--- src/rtl/alu_bist_ctrl_pkg.sv ---
// Shared constants, FSM state type and helpers for the ALU built-in self-test controller.
package alu_bist_ctrl_pkg;

  typedef enum logic [1:0] {StIdle, StDrive, StCapture, StDone} state_e;

  localparam logic [31:0] LFSR_TAPS   = 32'h8020_0003;
  localparam logic [31:0] MISR_POLY   = 32'h04C1_1DB7;
  localparam logic [31:0] SCRB_MASK   = 32'hA5A5_A5A5;
  localparam int unsigned NUM_CORNERS = 4;

  // Corner operand pairs, returned as {A, B}.
  function automatic logic [63:0] corner_pair(input logic [1:0] idx);
    logic [63:0] pair;
    unique case (idx)
      2'd0:    pair = {32'h0000_0000, 32'h0000_0000};
      2'd1:    pair = {32'hFFFF_FFFF, 32'h0000_0001};
      2'd2:    pair = {32'h8000_0000, 32'hFFFF_FFFF};
      default: pair = {32'h7FFF_FFFF, 32'h0000_0001};
    endcase
    return pair;
  endfunction

  function automatic logic [31:0] misr_next(input logic [31:0] sig, input logic [31:0] res,
                                            input logic [2:0] flag);
    return {sig[30:0], 1'b0} ^ (sig[31] ? MISR_POLY : 32'h0) ^ res ^ {29'b0, flag};
  endfunction

endpackage

--- src/rtl/alu_bist_ctrl_if.sv ---
// ALU operand/result bus: master drives operands and op code, slave (the ALU) returns result/flags.
interface alu_bist_ctrl_if #(
  parameter int unsigned WIDTH = 32
);
  logic [WIDTH-1:0] scrA;
  logic [WIDTH-1:0] scrB;
  logic [2:0]       AluControl;
  logic [WIDTH-1:0] ALUresult;
  logic [2:0]       Flag;

  modport master (output scrA, scrB, AluControl, input ALUresult, Flag);
  modport slave (input scrA, scrB, AluControl, output ALUresult, Flag);
endinterface

--- src/rtl/alu_bist_ctrl_lfsr32.sv ---
// 32-bit right-shifting Galois LFSR with synchronous load of the seed and step enable.
module alu_bist_ctrl_lfsr32
  import alu_bist_ctrl_pkg::*;
#(
  parameter logic [31:0] SEED = 32'h0000_0001
) (
  input  logic        clk,
  input  logic        rst,
  input  logic        i_load,
  input  logic        i_step,
  output logic [31:0] o_state
);

  logic [31:0] r_state;

  always_ff @(posedge clk) begin
    if (rst || i_load) begin
      r_state <= SEED;
    end else if (i_step) begin
      r_state <= {1'b0, r_state[31:1]} ^ (r_state[0] ? LFSR_TAPS : 32'h0);
    end
  end

  assign o_state = r_state;

endmodule

--- src/rtl/alu_bist_ctrl.sv ---
// ALU self-test: sweeps ops x LFSR vectors, folds result/flags into a MISR, compares to golden.
// ALU_BIST_CORNER_EN adds four fixed operand pairs ahead of each op's random vectors.
module alu_bist_ctrl
  import alu_bist_ctrl_pkg::*;
#(
  parameter int unsigned WIDTH      = 32,
  parameter int unsigned OPS        = 8,
  parameter int unsigned VECTORS    = 256,
  parameter logic [31:0] SEED       = 32'h0000_0001,
  parameter logic [31:0] GOLDEN_SIG = 32'h0000_0000
) (
  input  logic                   clk,
  input  logic                   rst,
  input  logic                   start,
  output logic                   busy,
  output logic                   done,
  output logic                   pass,
  output logic [31:0]            signature,
  alu_bist_ctrl_if.master        alu
);

`ifdef ALU_BIST_CORNER_EN
  localparam int unsigned PER_OP = VECTORS + NUM_CORNERS;
`else
  localparam int unsigned PER_OP = VECTORS;
`endif
  localparam int unsigned VW = $clog2(PER_OP + 1);
  localparam int unsigned OW = $clog2(OPS + 1);

  state_e           r_state;
  logic [VW-1:0]    r_vec;
  logic [OW-1:0]    r_op;
  logic [WIDTH-1:0] r_scra, r_scrb;
  logic [2:0]       r_ctl;
  logic [31:0]      r_sig;
  logic             r_busy, r_done, r_pass;
  logic [31:0]      w_lfsr;
  logic             w_accept, w_corner, w_last_vec;
  logic [63:0]      w_pair;

  // Start is only taken while idle or after done has been published (busy already low).
  assign w_accept   = start && !r_busy && (r_state == StIdle || r_state == StDone);
  assign w_last_vec = (r_vec == VW'(PER_OP - 1));

`ifdef ALU_BIST_CORNER_EN
  assign w_corner = (r_vec < VW'(NUM_CORNERS));
  assign w_pair   = corner_pair(r_vec[1:0]);
`else
  assign w_corner = 1'b0;
  assign w_pair   = 64'h0;
`endif

  alu_bist_ctrl_lfsr32 #(
    .SEED (SEED)
  ) u_lfsr (
    .clk     (clk),
    .rst     (rst),
    .i_load  (w_accept),
    .i_step  ((r_state == StDrive) && !w_corner),
    .o_state (w_lfsr)
  );

  always_ff @(posedge clk) begin
    if (rst) begin
      r_state <= StIdle;
      r_vec   <= '0;
      r_op    <= '0;
      r_scra  <= '0;
      r_scrb  <= '0;
      r_ctl   <= '0;
      r_sig   <= '0;
      r_busy  <= 1'b0;
      r_done  <= 1'b0;
      r_pass  <= 1'b0;
    end else begin
      case (r_state)
        StIdle, StDone: begin
          if (w_accept) begin
            r_state <= StDrive;
            r_busy  <= 1'b1;
            r_done  <= 1'b0;
            r_pass  <= 1'b0;
            r_sig   <= '0;
            r_vec   <= '0;
            r_op    <= '0;
          end else if (r_state == StDone && r_busy) begin
            // First cycle in StDone publishes the verdict.
            r_busy <= 1'b0;
            r_done <= 1'b1;
            r_pass <= (r_sig == GOLDEN_SIG);
          end
        end
        StDrive: begin
          r_scra  <= w_corner ? WIDTH'(w_pair[63:32]) : WIDTH'(w_lfsr);
          r_scrb  <= w_corner ? WIDTH'(w_pair[31:0])
                              : WIDTH'({w_lfsr[18:0], w_lfsr[31:19]} ^ SCRB_MASK);
          r_ctl   <= 3'(r_op);
          r_state <= StCapture;
        end
        StCapture: begin
          r_sig <= misr_next(r_sig, 32'(alu.ALUresult), alu.Flag);
          if (w_last_vec) begin
            r_vec <= '0;
            if (r_op == OW'(OPS - 1)) begin
              r_state <= StDone;
            end else begin
              r_op    <= r_op + OW'(1);
              r_state <= StDrive;
            end
          end else begin
            r_vec   <= r_vec + VW'(1);
            r_state <= StDrive;
          end
        end
        default: r_state <= StIdle;
      endcase
    end
  end

  assign alu.scrA       = r_scra;
  assign alu.scrB       = r_scrb;
  assign alu.AluControl = r_ctl;
  assign busy           = r_busy;
  assign done           = r_done;
  assign pass           = r_pass;
  assign signature      = r_sig;

endmodule

--- src/flat_wrapper.sv ---
// flat-port wrapper written by rule: the top's interface ports become plain ports
module alu_bist_ctrl_flat import alu_bist_ctrl_pkg::*;
#(
  parameter int unsigned WIDTH      = 32,
  parameter int unsigned OPS        = 8,
  parameter int unsigned VECTORS    = 256,
  parameter logic [31:0] SEED       = 32'h0000_0001,
  parameter logic [31:0] GOLDEN_SIG = 32'h0000_0000
)
  (clk, rst, start, busy, done, pass, signature, alu_scrA, alu_scrB, alu_AluControl, alu_ALUresult, alu_Flag);
  alu_bist_ctrl_if #(.WIDTH(WIDTH)) alu_i ();
  input  logic clk;
  input  logic rst;
  input  logic start;
  output logic busy;
  output logic done;
  output logic pass;
  output logic [31:0] signature;
  output wire logic [$bits(alu_i.scrA)-1:0] alu_scrA;
  output wire logic [$bits(alu_i.scrB)-1:0] alu_scrB;
  output wire logic [$bits(alu_i.AluControl)-1:0] alu_AluControl;
  input wire logic [$bits(alu_i.ALUresult)-1:0] alu_ALUresult;
  input wire logic [$bits(alu_i.Flag)-1:0] alu_Flag;
  assign alu_scrA = alu_i.scrA;
  assign alu_scrB = alu_i.scrB;
  assign alu_AluControl = alu_i.AluControl;
  assign alu_i.ALUresult = alu_ALUresult;
  assign alu_i.Flag = alu_Flag;
  alu_bist_ctrl #(.WIDTH(WIDTH), .OPS(OPS), .VECTORS(VECTORS), .SEED(SEED), .GOLDEN_SIG(GOLDEN_SIG)) u_core (.clk(clk), .rst(rst), .start(start), .busy(busy), .done(done), .pass(pass), .signature(signature), .alu(alu_i));
endmodule
--- config.mk ---
export PLATFORM = sky130hd
export DESIGN_NAME = alu_bist_ctrl_flat
export DESIGN_NICKNAME = d
export VERILOG_FILES = /design/src/rtl/alu_bist_ctrl_pkg.sv /design/src/rtl/alu_bist_ctrl_if.sv /design/src/rtl/alu_bist_ctrl_lfsr32.sv /design/src/rtl/alu_bist_ctrl.sv /design/src/flat_wrapper.sv
export SDC_FILE = /design/constraint.sdc
export NUM_CORES = 1
export LEC_CHECK = 0
export BUFFER_PORTS_ARGS = -buffer_cell sky130_fd_sc_hd__buf_2
export CAP_MARGIN = 20
export CORE_AREA = 2 2 153 80
export CTS_CLUSTER_DIAMETER = 120
export CTS_CLUSTER_SIZE = 24
export DETAILED_ROUTE_END_ITERATION = 10
export DIE_AREA = 0 0 155 82
export PLACE_DENSITY = 0.74
export SYNTH_ARGS = -nofsm -noshare
export SYNTH_HDL_FRONTEND = slang
export SYNTH_SLANG_ARGS = --single-unit
--- constraint.sdc ---
create_clock -name clk -period 2.35 [get_ports clk]
set_input_delay 0.235 -clock clk [delete_from_list [all_inputs] [get_ports clk]]
set_output_delay 0.235 -clock clk [all_outputs]
set_load 0.05 [all_outputs]
# Word-level counts from Yosys, hierarchy flattened
# Cells that the tools add are included.
# Widths: inputs -> output; s select.
# word_totals
output_inout_bits,102
word_cells,61
ff_bits,149
inputBits,38
# classes
eq_ne,8
addsub,2
muxes,21
reduce_logical,14
bitwise,5
# op_table
op,count
$mux 32,2
$pmux 32 s2,1
$xor 32x32->32,2
$logic_not 32->1,1
$xor 31x32->32,1
$xor 32x3->32,1
$mux 27,1
$mux 9,2
$pmux 9 s2,1
$not 16->16,1
$mux 4,3
$add 9x1->9 const B,1
$eq 9x8->1 const B,1
$pmux 4 s2,1
$mux 1,6
$mux 2,3
$pmux 2 s3,1
$add 4x1->4 const B,1
$eq 2x2->1 const B,2
$eq 4x3->1 const B,1
$ne 2x2->1 const B,2
$reduce_and 2->1,2
$reduce_and 4->1,1
$reduce_bool 2->1,2
other kinds (7),10

# Depth between registers and ports, before layout
# Gate-level depths: netlist of the first run.
# logic_depth
ltp_word,5
mapped_depth,9
ltp_nobuf,6

# Hierarchy
# Synthesis of the first run repeated with hierarchy kept, for this count alone.
# unflattened
hier_cells,572
area_unflattened_um2,5689.2
# by_module_without_submodules
mod,cells_each,n_inst,area_per_inst_um2,seq_area_each_um2
alu_bist_ctrl,464,1,4493.1,2021.9
alu_bist_ctrl_lfsr32,108,1,1196.1,640.6

# Worst setup path before layout of the first run
# OpenSTA, ideal clock, no wires.
# synth_timing
path_kind,flip-flop to flip-flop
from,register u_core.r_state[0]
to,register u_core.r_sig[26] (netlist: u_core.signature[26])
setup_slack_ns,0.478
n_path_buf,3
setup_ns,0.128
required_ns,2.222
stages_incl_launch_ff,10
synth_period_minus_slack_ns,1.872
arrival_time_ns,1.745
cell_sequence,dfxtp_1 inv_1 ha_1 buf_2 nand2b_2 and2_1 buf_6 buf_6 a22oi_1 nor2_1
# synth_between
elab_chain_len,5
elab_cells_between_ends,10
classes_between,eq/ne: 3; mux: 1; reduce/logical: 6
# synth_lines
item,line_no,source
from (decl),alu_bist_ctrl.sv:30,state_e r_state;
from (signal assigned),alu_bist_ctrl.sv:65,r_state <= StIdle;
from (signal assigned),alu_bist_ctrl.sv:79,r_state <= StDrive;
from (signal assigned),alu_bist_ctrl.sv:98,r_state <= StCapture;
$eq 2x2->1 or $logic_not 2->1 (tied branches),"alu_bist_ctrl.sv:42, alu_bist_ctrl.sv:76",
$logic_or 1x1->1,alu_bist_ctrl.sv:42,assign w_accept = start && !r_busy && (r_state == StIdle || r_state == StDone);
$logic_and 1x1->1,alu_bist_ctrl.sv:42,
$ne 2x2->1 (no source line),n/a,
$reduce_and 2->1 (no source line),n/a,
to (signal assigned),alu_bist_ctrl.sv:101,"r_sig <= misr_next(r_sig, 32'(alu.ALUresult), alu.Flag);"
to (decl),alu_bist_ctrl.sv:35,logic [31:0] r_sig;
# Parallel ways exist; a longest one is shown, timed or not.
# A chain may end at the register's enable or synchronous reset.

# Worst setup path in the final report of the first run
# layout_timing
from,register u_core.r_state[0]
to,register u_core.r_vec[7]
# layout_between
elab_chain_len,5
elab_cells_between_ends,10
classes_between,eq/ne: 3; mux: 1; reduce/logical: 6
# layout_lines
item,line_no,source
$eq 2x2->1 or $logic_not 2->1 (tied branches),"alu_bist_ctrl.sv:42, alu_bist_ctrl.sv:76",
$logic_or 1x1->1,alu_bist_ctrl.sv:42,
$logic_and 1x1->1,alu_bist_ctrl.sv:42,
$ne 2x2->1 (no source line),n/a,
$reduce_and 2->1 (no source line),n/a,
to (signal assigned),alu_bist_ctrl.sv:111,r_vec <= r_vec + VW'(1);
to (decl),alu_bist_ctrl.sv:31,logic [VW-1:0] r_vec;
# Parallel ways exist; a longest one is shown, timed or not.

==> results of run 1 <==
-- kinds of logic (layout without fill, tap and decap cells) --
logic type / Yosys count / in the layout
AOI/OAI and AO/OA: 136 / 136
buffers and inverters: 63 / 188
adders and majority gates: 6 / 6
muxes: 9 / 9
xor gates and xnor gates: 57 / 57
DFF: 133 / 133
and+or+nand+nor: 199 / 199
-- registers in the layout, indices dropped and copies added (netlist names), 2 cells and up --
register	flops
u_core.u_lfsr.o_state	32
u_core.alu.scrB	32
u_core.r_op	4
u_core.r_state	2
u_core.r_vec	9
u_core.alu.AluControl	3
u_core.signature	32
u_core.alu.scrA	16
-- critical path, delay by kind of cell (launching register included) --
family / cells / cell delay, ps
AOI/OAI and AO/OA: 2 / 290
and+or+nand+nor: 2 / 570
adders and majority gates: 1 / 430
buffers and inverters: 2 / 270
DFF: 1 / 450
-- report_power, final --
| group | total [mW] | internal, mW | switching [mW] |
|---|---|---|---|
| logic | 2.60 | 0.842 | 1.76 |
| clock network | 2.62 | 1.60 | 1.02 |
| registers | 2.73 | 2.51 | 0.219 |
-- final timing paths --
kind / from / to / slack [ps] / cells past startpoint
max reg2reg: u_core.r_state[0] / u_core.r_vec[7] / 180 / 7
min reg2reg: u_core.alu.scrA[5] / u_core.alu.scrA[5] / 470 / 2
min: start / u_core.busy / 210 / 3
max: u_core.r_state[0] / u_core.r_vec[7] / 180 / 7
-- through the flow --
step           power [mW]  setup slack (ps)  util (%)  instances  hold slack, ps
2_1_floorplan        4.78               478         -        603             428
3_3_place_gp         5.29               311      53.9        846             445
3_5_place_dp         5.36               209      53.9        846             461
4_1_cts              8.00               198      59.1        878             193
5_1_grt              8.33              33.7      59.1        878             217
6_report             7.96               178      59.1        878             207
-- cell usage in the layout (no fill, tap or decap), drive strengths merged, types with 6 or more instances in the layout --
cell type  count
buf          146
dfxtp        133
a21oi         68
nor2          64
nand2b        61
nand2         37
xnor2         35
a22oi         35
xor2          22
clkbuf        19
o21ai         16
inv           11
mux2i          9
nor3           8
a211oi         7
nor4           6
ha             6
-- final cells by class --
cell class                      instances  share of cell area (%)
Inverter                               10                   0.554
Clock inverter                         13                    2.25
Tap cell                              150                    2.77
Timing Repair Buffer                  146                    11.6
Clock buffer                           19                    6.54
Multi-Input combinational cell        407                    37.0
Sequential cell                       133                    39.3
-- layer usage --
layer  track usage (%)  up-vias  share of wire, %
met5                 0        -                 0
met4              6.30        0              0.53
met3              5.70        9               6.4
met2              28.8      144                42
met1              28.6     2143                51
li1                  -     2249                 -
==> metrics, run 1 <==
status=finished, final reports clean; Hold-fix buffers, CTS=0; wire length of the first global-routing pass=20100 µm; final setup fails=0; DR WL/cell=14.3 µm; Syn Std Cell Area=5480 µm²; Final Instance Area=6780 µm²; Layout Nets=759; DRT Wirelength=12600 µm; Leakage=2.81 nW; initial antenna violation count=0; Filler cells=1002; Slew Viols, Final=0; RSZ-0062 raised after global routing=no; cells after synthesis=603; layout cell share with drive strength beyond 1=25.3%; synthesized flop and latch total=133; Post-CTS Setup Inserts=0; Worst Path Arrival=2430 ps; crit path kind=flop to flop; Post-synth EDFFs=0; share of synthesized registers carrying an async set or reset=0%; Area Overhead vs Synth=23.7%; Synth cell types=41; All-Layer GR Usage=19.9%; simple-gate portion of the synthesized area=18.2%; gpl congestion=0.859; xor-xnor portion of the synthesized cell area=9.11%; largest family of logic cells by synthesized area=simple AND/OR/NAND/NOR gates; drt drc=0; Die Height=82 µm; # H-tree levels=4; max-cap viol count=0; Routed Antenna Nets=0; Worst path max stage delay=450 ps; most frequent cell after synthesis=dfxtp_1; CTS buffer count=17; Mean Syn Cell Area=9.08 µm²; power per cell area=1170 nW/µm²; largest net degree at the start of global routing=83; CTS root buf=clkbuf_16; total gr overflow=0; DRC marker count from the first detailed-route iteration=243; CP Cell Sequence=inv_1, ha_1, nand2b_2, and2_1, buf_12, a22oi_1, a21oi_1; CP Max Fanout=36; clock sinks=133; CP max-delay cell=dfxtp_1; fmax=0.460 GHz; Core Rows=28; port bufs=139; drt first pass iters=5; Slew HR=56.9%; worst skew pair latency=410 ps; worst hold path class=input pin to flop; peak supply drop=0.592 mV; num ports=140; post-synthesis adder-cell area fraction=1.37%; Post-DP HPWL=8590 µm; Compound-Gate Fraction of Synth Area=15.1%; skew final=10.5 ps; Warnings, synthesis=0; area occupied by multi-input gates=2500 µm²; starting density of the core=47.8%; total negative slack=0 ps; CP required=2610 ps; FF/Latch Area=2660 µm²; vias in the first global route=4099; Tmin final=2170 ps; Synth top cells by count=133 x dfxtp_1, 67 x a21oi_1, 64 x nor2_1, 60 x nand2b_1, 37 x nand2_1; core area=11500 µm²; top_reg_cell synth=dfxtp_1; DIE WIDTH=155 µm; startpoint class of the critical path=flop; Final Hold Fails=0; Antenna Cells=0; crit end category=flop; routed vias=4545; multiplexer share of the synthesized area=1.64%; CTS tree=done; Post-Syn Nets=647; post-synthesis sequential area ratio=48.6%; Synth area leaders=dfxtp_1 49%, nand2b_1 6.9%, a21oi_1 6.1%, xnor2_1 5.6%, a22oi_1 4.8%; Synth top area share=48.6%; DP Area=6180 µm²; clock tree buffer depth=2; clock slew at reported path FFs=60 ps; Synth area leader=dfxtp_1; Slew @ Worst Pin=646 ps; Final Cycle Share=92.4%; die area=12700 µm²; CTS resizes=0; via/cell ratio=5.18
(Power assumes the default switching activity.)
==> inputs of run 2 (changes only) <==
- CORE_AREA: 2 2 153 80 -> 2 2 156 82
- DIE_AREA: 0 0 155 82 -> 0 0 158 84
- PLACE_DENSITY: 0.74 -> 0.73
- SYNTH_HIERARCHICAL: not set -> 1
==> run 2 against run 1 <==
First-iteration DRC count rose by 58%. Final area up 2.9%. Power grew 6.7%. Clock skew down 3.2 ps. Global-route usage fell by 0.61 points. Setup slack improved by 120 ps. Non-clock buffer count up 3. Via count is 3.1% lower. Critical path type unchanged.
==> metrics, run 2 <==
crit end category=flop; CP required=2680 ps; layout cell share with drive strength beyond 1=28.6%; top_reg_cell synth=dfxtp_1; port bufs=139; RSZ-0062 raised after global routing=no; wire length of the first global-routing pass=20600 µm; reg2reg start=u_core/r_state[0]; Synth area leaders=dfxtp_1 47%, mux2i_1 11%, nor2_1 8.0%, xnor2_1 5.5%, xor2_1 3.1%; most frequent cells in the layout=138 x buf_2, 133 x dfxtp_1, 122 x nor2_1; Core Rows=29; Final Cycle Share=87.4%; Synth top area share=46.8%; max-cap viol count=0; num ports=140; Syn Std Cell Area=5690 µm²; CTS buffer count=17; Final Util=57.5%; Final Instance Area=6970 µm²; most common cell after layout, fill and taps aside=buf_2; vias in the first global route=4154; Synth top cells by count=133 x dfxtp_1, 122 x nor2_1, 65 x mux2i_1, 36 x xnor2_1, 23 x a22oi_1; status=finished, final reports clean; DRC marker count from the first detailed-route iteration=384; DRT Wirelength=12800 µm; Cells after DPL=837; share of synthesized registers carrying an async set or reset=0%; routed vias=4406; power per cell area=1220 nW/µm²; worst hold path class=input pin to flop; fmax=0.487 GHz; initial antenna violation count=0; worst skew pair latency=400 ps; drt drc=0; Hold Path End=u_core/signature[6]; Post-CTS Setup Inserts=0; CTS tree=done; clock tree buffer depth=2; peak supply drop=0.614 mV; final setup fails=0; DP Area=6330 µm²; Warnings, synthesis=6; Routed Antenna Nets=0; Post-synth EDFFs=0; clock slew at reported path FFs=60 ps; skew final=7.27 ps; starting density of the core=46.9%; Hold-fix buffers, CTS=0; Synth cell types=48; gpl congestion=0.848; crit path kind=flop to flop; Die Height=84 µm; Synth area leader=dfxtp_1; RR Endpoint=u_core/r_vec[7]; Slew Viols, Final=0; Post-Layout Cell Count=869; startpoint class of the critical path=flop; Post-Syn Nets=616; core area=12100 µm²; Tmin final=2050 ps; Post-DP HPWL=8800 µm; clock sinks=133; drt first pass iters=4; Layout Nets=730; CP Max Fanout=36; All-Layer GR Usage=19.3%; Final Hold Fails=0; total negative slack=0 ps; # H-tree levels=4; DR WL/cell=14.8 µm; synthesized flop and latch total=133; Antenna Cells=0; Mean Syn Cell Area=9.95 µm²; CTS resizes=0; Leakage=3.01 nW; Worst Path Arrival=2390 ps; die area=13300 µm²; post-synthesis sequential area ratio=46.8%; Design Power=8.49 mW; Slew HR=34.6%; DIE WIDTH=158 µm; most frequent cell after synthesis=dfxtp_1; hold depth=4; Slew @ Worst Pin=980 ps; cells after synthesis=572; Area Overhead vs Synth=22.6%; CTS root buf=clkbuf_16; FF-to-FF path depth=6; via/cell ratio=5.07; largest net degree at the start of global routing=49; total gr overflow=0; Hold Crit Start=alu_ALUresult[6]; FF-to-FF setup slack=300 ps
run 2: cell count changes after synthesis, sizes merged, moves of 3 or more:
cell | before | now
a21oi | 68 | 10
nor2 | 64 | 122
mux2i | 9 | 65
nand2b | 61 | 5
nand2 | 37 | 15
o21ai | 16 | 1
a211oi | 7 | 21
buf | 29 | 42
clkbuf | 24 | 12
nor3 | 8 | 3
inv | 10 | 6
nand4b | 4 | 1
run 2: power breakdown:
part | internal (mW) | total [mW] | switching (mW)
sequential | 2.51 | 2.77 | 0.253
clock | 1.87 | 2.86 | 0.991
combinational | 0.949 | 2.87 | 1.92
run 2: worst max path at each step:
stage | startpoint | endpoint
global route | u_core/r_state[0] | u_core/r_vec[7]
detailed placement | u_core/r_state[0] | u_core/r_vec[7]
floorplan | u_core/r_state[0] | u_core/signature[10]
CTS | u_core/signature[31] | signature[31]
global placement | u_core/r_state[0] | u_core/r_vec[7]
finish | u_core/r_state[0] | u_core/r_vec[7]
run 2: cells by family (layout without fill, tap and decap cells):
kind of cell / after synthesis / in the layout / synth area share [%]
buffers and inverters: 60 / 187 / 7.10
and+or+nand+nor: 171 / 171 / 13.2
DFF: 133 / 133 / 46.8
xor gates and xnor gates: 56 / 56 / 8.62
AOI/OAI and AO/OA: 81 / 81 / 11.5
muxes: 65 / 65 / 11.4
adders and majority gates: 6 / 6 / 1.32
run 2: through the flow:
stage / hold WS (ps) / worst slack, ps
floorplan: 449 / 504
global route: 202 / 206
CTS: 193 / 305
detailed placement: 465 / 363
global placement: 463 / 478
finish: 207 / 296
run 2: critical path, stage by stage (launching register included):
cell	delay, ps
dfxtp_1	450
inv_1	80
ha_1	370
nand3b_2	230
and2_4	500
a22oi_1	180
a21oi_1	170
run 2: final cells by class:
class                           instances  area [µm²]
Multi-Input combinational cell        379        2640
Tap cell                              170         213
Timing Repair Buffer                  149         798
Clock inverter                         11         173
Clock buffer                           21         470
Inverter                                6        22.5
Fill cell                            1059        5140
Sequential cell                       133        2660
run 2: metal layers:
metal / GRT usage, % / share of wire, % / vias up
li1: - / - / 2173
met1: 28.2 / 51 / 2104
met2: 28.7 / 43 / 119
met3: 4.41 / 5.3 / 10
met4: 4.91 / 0.61 / 0
met5: 0 / 0 / -
==> inputs of run 3 (changes only) <==
==> constraint.sdc (replaced) <==
create_clock -name clk -period 2.35 [get_ports clk]
set_input_delay 0.47 -clock clk [delete_from_list [all_inputs] [get_ports clk]]
set_output_delay 0.47 -clock clk [all_outputs]
set_load 0.05 [all_outputs]
==> run 3 against run 2 <==
Non-clock buffer count stayed put. Hold slack gained 240 ps. Via count shrank 1.3%. Global-route usage shrank 0.37 points. Critical endpoint unchanged. Clock skew rose by 4.9 ps. Power shrank 0.36%. Sequential cell count did not move. Clock power about the same.
==> metrics, run 3 (same netlist as run 2, synthesis figures left out) <==
status=finished, final reports clean; drt drc=0; most frequent cells in the layout=138 x buf_2, 133 x dfxtp_1, 122 x nor2_1; core area=12100 µm²; CTS tree=done; Die Height=84 µm; DR WL/cell=14.6 µm; Clock Power Share=33.6%; switching share of power=37.7%; initial antenna violation count=0; CTS buffer count=17; routed vias=4348; final setup fails=0; RSZ-0062 raised after global routing=no; DIE WIDTH=158 µm; Leakage=3.00 nW; CP Max Fanout=36; starting density of the core=46.9%; Psw=3.19 mW; largest net degree at the start of global routing=65; vias in the first global route=4022; Area Overhead vs Synth=22.4%; DRC marker count from the first detailed-route iteration=310; clock tree buffer depth=2; power per cell area=1210 nW/µm²; Antenna Cells=0; Hold Slack=449 ps; max-cap viol count=0; Worst Path Arrival=2450 ps; Slew HR=61.9%; total negative slack=0 ps; Routed Antenna Nets=0; CTS root buf=clkbuf_16; num ports=140; Comb pwr share=33.9%; Final Hold Fails=0; most common cell after layout, fill and taps aside=buf_2; clock sinks=133; worst hold path class=input pin to flop; Slew @ Worst Pin=566 ps; port bufs=139; total gr overflow=0; drt first pass iters=6; clock slew at reported path FFs=60 ps; startpoint class of the critical path=flop; # H-tree levels=4; Core Rows=29; Final Cycle Share=90.7%; Layout Nets=730; Seq pwr share=32.5%; wire length of the first global-routing pass=20100 µm; layout cell share with drive strength beyond 1=28.7%; Slew Viols, Final=0; worst skew pair latency=400 ps; Tmin final=2130 ps; die area=13300 µm²; peak supply drop=0.617 mV; Hold-fix buffers, CTS=0; gpl congestion=0.843; CTS resizes=0; DRT Wirelength=12600 µm; Filler cells=1047; P_int=5.27 mW; crit path kind=flop to flop; fmax=0.469 GHz; CP required=2670 ps; via/cell ratio=5.01; Post-DP HPWL=8470 µm; Post-CTS Setup Inserts=0; crit end category=flop; skew final=12.2 ps; All-Layer GR Usage=18.9%
-- run 3: cell count changes in the layout (fill, tap and decap cells not counted) --
cell	change
clkinv_4	-1
clkinv_2	-1
clkbuf_1	-1
clkbuf_8	-2
inv_6	+4
-- run 3: metrics by stage --
| stage | worst slack [ps] | area [µm²] | cells | power (mW) | util, % |
|---|---|---|---|---|---|
| after floorplan | 504 | 5690 | 572 | 5.20 | - |
| after global placement | 435 | 6330 | 837 | 5.58 | 52.2 |
| after detailed placement | 344 | 6330 | 837 | 5.65 | 52.2 |
| after CTS | 276 | 6960 | 868 | 8.50 | 57.5 |
| after global routing | 99.0 | 6960 | 868 | 8.84 | 57.5 |
| final | 220 | 6960 | 868 | 8.46 | 57.5 |
-- run 3: worst paths after layout --
path                     endpoint  cells past startpoint  slack, ps           startpoint
max               u_core/r_vec[7]                      6        220    u_core/r_state[0]
min          u_core/signature[17]                      2        450                  rst
max reg2reg       u_core/r_vec[7]                      6        220    u_core/r_state[0]
min reg2reg   u_core/alu.scrB[26]                      2        480  u_core/alu.scrB[26]
-- run 3: final cells by class --
cell class	count	area, µm²	share of cell area (%)
inverters	6	22.5	0.323
clock inverters	13	194	2.78
well taps	170	213	3.05
repair buffers	149	798	11.5
flip-flops and latches	133	2660	38.2
clock buffers	18	439	6.31
multi-input cells	379	2640	37.8
-- run 3: critical path: stages (launching register included) --
cell and delay (ps):
dfxtp_1 460, inv_1 70, ha_1 390, nand3b_2 220
and2_4 490, a22oi_1 190, a21oi_1 210
-- run 3: power groups by stage --
stage	Clock, mW	Combinational (mW)	Sequential (mW)
finish	2.84	2.87	2.75
global route	3.01	3.04	2.79
CTS	2.89	2.86	2.75
detailed placement	0	2.85	2.80
global placement	0	2.80	2.78
floorplan	0	1.73	3.47
-- run 3: layer usage --
layer  vias to the layer above  track usage, %  share of wire, %
met5                         -               0                 0
met1                      2059            28.1                53
met4                         0            6.06              0.86
met2                       101            26.6                42
li1                       2174               -                 -
met3                        14            4.78               4.2
